<file path="config.mk">
export PLATFORM = sky130hd
export DESIGN_NAME = gate_op_sequencer
export DESIGN_NICKNAME = d
export VERILOG_FILES = /design/src/rtl/gate_op_sequencer.sv
export SDC_FILE = /design/constraint.sdc
export NUM_CORES = 1
export LEC_CHECK = 0
export CAP_MARGIN = 20
export CORE_MARGIN = 8
export CORE_UTILIZATION = 50
export CTS_BUF_LIST = sky130_fd_sc_hd__clkbuf_16
export DETAILED_ROUTE_END_ITERATION = 16
export GPL_TIMING_DRIVEN = 0
export PLACE_DENSITY_LB_ADDON = 0.2
export SYNTH_ARGS = -nofsm -noshare
export SYNTH_HDL_FRONTEND = slang
export SYNTH_SLANG_ARGS = --single-unit
</file>
<file path="constraint.sdc">
create_clock -name clk -period 1.9 [get_ports clk]
set_input_delay 0.38 -clock clk [delete_from_list [all_inputs] [get_ports clk]]
set_output_delay 0.38 -clock clk [all_outputs]
set_load 0.005 [all_outputs]
</file>
<file path="src/rtl/gate_op_sequencer.sv">
// rtl/gate_op_sequencer.sv - drives a gate unit per command and collects results
// Optional sweep of all six opcodes per command: define GATE_SEQ_SWEEP_EN.
module gate_op_sequencer #(
    parameter int unsigned SETTLE_CYCLES = 1
) (
    input  logic       clk,
    input  logic       rst,
    input  logic       cmd_valid,
    output logic       cmd_ready,
    input  logic       cmd_a,
    input  logic       cmd_b,
    input  logic [2:0] cmd_op,
`ifdef GATE_SEQ_SWEEP_EN
    input  logic       cmd_sweep,
`endif
    output logic       gates_data1,
    output logic       gates_data2,
    output logic       gates_enable,
    output logic [2:0] gates_op,
    input  logic       gates_out,
    output logic       rsp_valid,
    input  logic       rsp_ready,
    output logic [5:0] rsp_result,
    output logic       rsp_err,
    output logic       busy
);
    typedef enum logic [1:0] {IDLE, DRIVE, RESP} state_t;

    localparam logic [3:0] HOLD = 4'(SETTLE_CYCLES - 1);

    state_t     state;
    logic [3:0] cnt;
    logic       a_q;
    logic       b_q;
    logic [2:0] op_q;
    logic       sweep_q;
    logic       sweep_in;

`ifdef GATE_SEQ_SWEEP_EN
    assign sweep_in = cmd_sweep;
`else
    assign sweep_in = 1'b0;
`endif

    always_ff @(posedge clk or posedge rst) begin
        if (rst) begin
            state        <= IDLE;
            cnt          <= '0;
            a_q          <= 1'b0;
            b_q          <= 1'b0;
            op_q         <= '0;
            sweep_q      <= 1'b0;
            cmd_ready    <= 1'b0;
            gates_data1  <= 1'b0;
            gates_data2  <= 1'b0;
            gates_enable <= 1'b0;
            gates_op     <= '0;
            rsp_valid    <= 1'b0;
            rsp_result   <= '0;
            rsp_err      <= 1'b0;
            busy         <= 1'b0;
        end else begin
            case (state)
                IDLE: begin
                    cmd_ready <= 1'b1;
                    if (cmd_valid && cmd_ready) begin
                        cmd_ready  <= 1'b0;
                        busy       <= 1'b1;
                        a_q        <= cmd_a;
                        b_q        <= cmd_b;
                        op_q       <= cmd_op;
                        sweep_q    <= sweep_in;
                        cnt        <= '0;
                        rsp_result <= '0;
                        if (sweep_in || cmd_op <= 3'd5)
                            state <= DRIVE;
                        else
                            state <= RESP;
                    end
                end
                DRIVE: begin
                    // First DRIVE cycle only loads the gate-unit registers.
                    if (!gates_enable) begin
                        gates_enable <= 1'b1;
                        gates_data1  <= a_q;
                        gates_data2  <= b_q;
                        gates_op     <= sweep_q ? 3'd0 : op_q;
                        cnt          <= HOLD;
                    end else if (cnt != 4'd0) begin
                        cnt <= cnt - 4'd1;
                    end else begin
                        rsp_result <= rsp_result | (6'(gates_out) << gates_op);
                        if (sweep_q && gates_op != 3'd5) begin
                            gates_op <= gates_op + 3'd1;
                            cnt      <= HOLD;
                        end else begin
                            gates_enable <= 1'b0;
                            gates_data1  <= 1'b0;
                            gates_data2  <= 1'b0;
                            gates_op     <= '0;
                            rsp_valid    <= 1'b1;
                            state        <= RESP;
                        end
                    end
                end
                RESP: begin
                    // Entered with rsp_valid low only on the illegal-opcode path.
                    if (!rsp_valid) begin
                        rsp_valid <= 1'b1;
                        rsp_err   <= 1'b1;
                    end else if (rsp_ready) begin
                        rsp_valid  <= 1'b0;
                        rsp_result <= '0;
                        rsp_err    <= 1'b0;
                        busy       <= 1'b0;
                        cmd_ready  <= 1'b1;
                        state      <= IDLE;
                    end
                end
                default: state <= IDLE;
            endcase
        end
    end
endmodule

</file>
==> metrics.md <==
| Metric | Value |
|---|---|
| Worst min path class | in -> async |
| EDFF count, synth | 0 |
| Synth Instances | 119 |
| Routed WL | 2799 um |
| Vias in the first global route | 1,012 |
| Vias | 1,001 |
| DRT iter0 DRCs | 36 |
| Main synth FF type | dfrtp_1 |
| Post-CTS resize count | 0 |
| Area grow syn2layout | 31.42% |
| First-pass GRT wire length | 4809 um |
| YS warnings | 0 |
| Worst Path Arrival | 1.79 ns |
| Placed cell count | 174 |
| Max FO, Critical Path | 10 |
| Post-Route Setup TNS | 0 ns |
| # DRC | 0 |
| Hold Buf Count CTS | 0 |
| Global-route usage over all layers | 13.93% |
| Max-slew violations | 0 |
| Status | finished clean |
| Cell family with most CP delay | flip-flops |
| Grt ovf | 0 |
| Final worst path period share | 86.29% |
| Critical Path Start Type | register |
| Post-DR vias/cell | 5.592 |
| Maxcap violations | 0 |
| Initial antenna violation count | 0 |
| FP Rows | 18 |
| Share of flip-flops with an asynchronous set or reset | 100.0% |
| Power per cell area | 1645 mW/mm^2 |
| #FFs+latches synth | 27 |
| Sink Count | 27 |
| Drt pass-1 iters | 4 |
| Post-CTS Setup Bufs | 0 |
| Req. time, crit path | 2.05 ns |
| RSZ-0062 raised after global routing | false |
| Die width | 66.33 um |
| Maximum vdd drop | 1.015 mV |
| Layout cells sized above 1 | 12.08% |
| Chip Height | 66.33 um |
| Diode count | 0 |
| Worst slew pin tran | 0.3996 ns |
| Initial Util | 52.06% |
| Largest net degree at the start of global routing | 28 |
| H-Tree Level Count | 1 |
| Worst-skew pair later-pin latency | 0.26 ns |
| Core area | 0.002432 mm^2 |
| Leak | 0.7772 nW |
| Setup violators final | 0 |
| Mean post-synth cell area | 10.64 um^2 |
| Non-Filler Instances | 179 |
| DRT antenna net count | 0 |
| I/O pin count | 26 |
| Crit-path slowest cell | dfrtp_1 |
| Max-slew headroom | 73.33% |
| CP max stage delay | 0.38 ns |
| CTS tree | done |
| Worst path cell trace | inv_1 > ha_1 > nor3b_2 > buf_4 > o21ai_1 > a22o_1 |
| Routability congestion estimate | 0.7825 |
| Port bufs | 25 |
| Worst setup EP type | register |
| DP HPWL | 2023 um |
| Net count after synthesis | 131 |
| Full die area | 0.004399 mm^2 |
| Fmax | 610.0 MHz |
| CP bufs+invs | 2 |
| Fin crit period | 1.639 ns |
| Hold Fails Final Rpt | 0 |
| CTS max path bufs | 2 |
| Worst Setup Path Type | reg -> reg |
| Cell Area, Synth | 0.001266 mm^2 |
| CTS Buf Count | 3 |
| Clk_skew | 0.001095 ns |
| Yosys cell types | 34 |
| Final #Nets | 162 |
| Seq/Total Area, Yosys | 53.36% |
| WL/cell | 15.64 um |
| Root Driver | clkbuf_16 |
| Worst-path clk slew | 0.07 ns |
==> synth_stat cells, types with 2 or more instances <==
cell      count  area share [%]
a22o_1        7             4.8
o32ai_2       2             2.6
buf_6         2             1.8
buf_4         2             1.2
ha_1          2             2.0
a41oi_1       6             4.2
nor2_1       10             3.0
a21boi_1      2             1.2
nand2_1      25             7.4
nand2b_1      3             1.5
nor2b_1       4             2.0
dfrtp_1      27              53
inv_1         5             1.5
o21ai_1       2            0.79
==> worst register-to-register path, cell delays in order (launching register included) <==
cell and delay [ns]:
dfrtp_1 0.38, inv_1 0.13, ha_1 0.19, nor3b_2 0.28, buf_4 0.24, o21ai_1 0.09
a22o_1 0.22
==> routing by layer <==
layer	global-route usage (%)	routed length, um	share of wire (%)
met1	17.66	1253	45
met2	21.83	1369	49
met3	3.729	137	4.9
met4	5.600	38	1.4
met5	0	0	0
==> registers in the layout, summed over array words and instances (netlist names) <==
name          count
a_q               1
gates_op          3
gates_data2       1
rsp_result        6
gates_data1       1
rsp_valid         1
state             2
b_q               1
cmd_ready         1
cnt               4
busy              1
op_q              3
rsp_err           1
gates_enable      1
==> logic make-up after synthesis <==
kind of cell	count (synthesis)	synth area share, %
compound gates	26	17.59
simple gates	53	21.44
flops	27	53.36
buf+inv	10	4.841
mux	1	0.7905
fa+ha+maj	2	1.976
==> power by group <==
| group | switching [mW] | total [mW] | leakage, nW | internal, mW |
|---|---|---|---|---|
| Combinational | 0.594 | 1.26 | 0.394 | 0.663 |
| Clock | 0.206 | 0.493 | 0.0371 | 0.286 |
| Sequential | 0.190 | 0.987 | 0.346 | 0.798 |
==> cells in the final DEF (no fill, tap or decap), types with 2 or more instances in the layout <==
master / n
dfrtp_1: 27
buf_6: 2
ha_1: 2
nand2b_1: 3
nor2_1: 10
nor2b_1: 4
a22o_1: 7
a21boi_1: 2
o32ai_2: 2
clkbuf_16: 3
nand2_1: 25
o21ai_1: 2
buf_4: 2
a41oi_1: 6
inv_1: 5
clkdlybuf4s50_1: 25
==> worst paths after layout <==
check,startpoint,end,slack [ns],cells after the start
setup / recovery,cnt[0],cnt[2],0.26,6
hold / removal,rst,cnt[2],0.41,2
setup reg to reg,cnt[0],cnt[2],0.26,6
hold reg to reg,b_q,b_q,0.48,2
max in group asynchronous,rst,gates_op[0],1.07,3
min in group clk,b_q,b_q,0.48,2
==> through the flow <==
stage / utilization, % / power (mW) / hold slack [ns] / setup slack [ns] / cell area, um^2
CTS: 67.28 / 2.748 / 0.4843 / 0.2467 / 1637
floorplan: - / 1.776 / 0.4327 / 0.4822 / 1266
global placement: 63.89 / 2.190 / 0.4590 / 0.2805 / 1554
finish: 68.42 / 2.737 / 0.4053 / 0.2605 / 1664
detailed placement: 63.89 / 2.250 / 0.4667 / 0.2593 / 1554
global route: 68.42 / 2.945 / 0.4433 / 0.1839 / 1664
==> area by class of cell <==
cell class / instances / area, um^2
Buffer: 5 / 42.54
Clock buffer: 3 / 75.07
Clock inverter: 1 / 7.507
Fill cell: 197 / 768.2
Inverter: 5 / 18.77
Multi-Input combinational cell: 82 / 529.3
Sequential cell: 27 / 675.6
Tap cell: 30 / 37.54
Timing Repair Buffer: 26 / 277.8
Note: power is estimated with default switching activity, not from simulation.
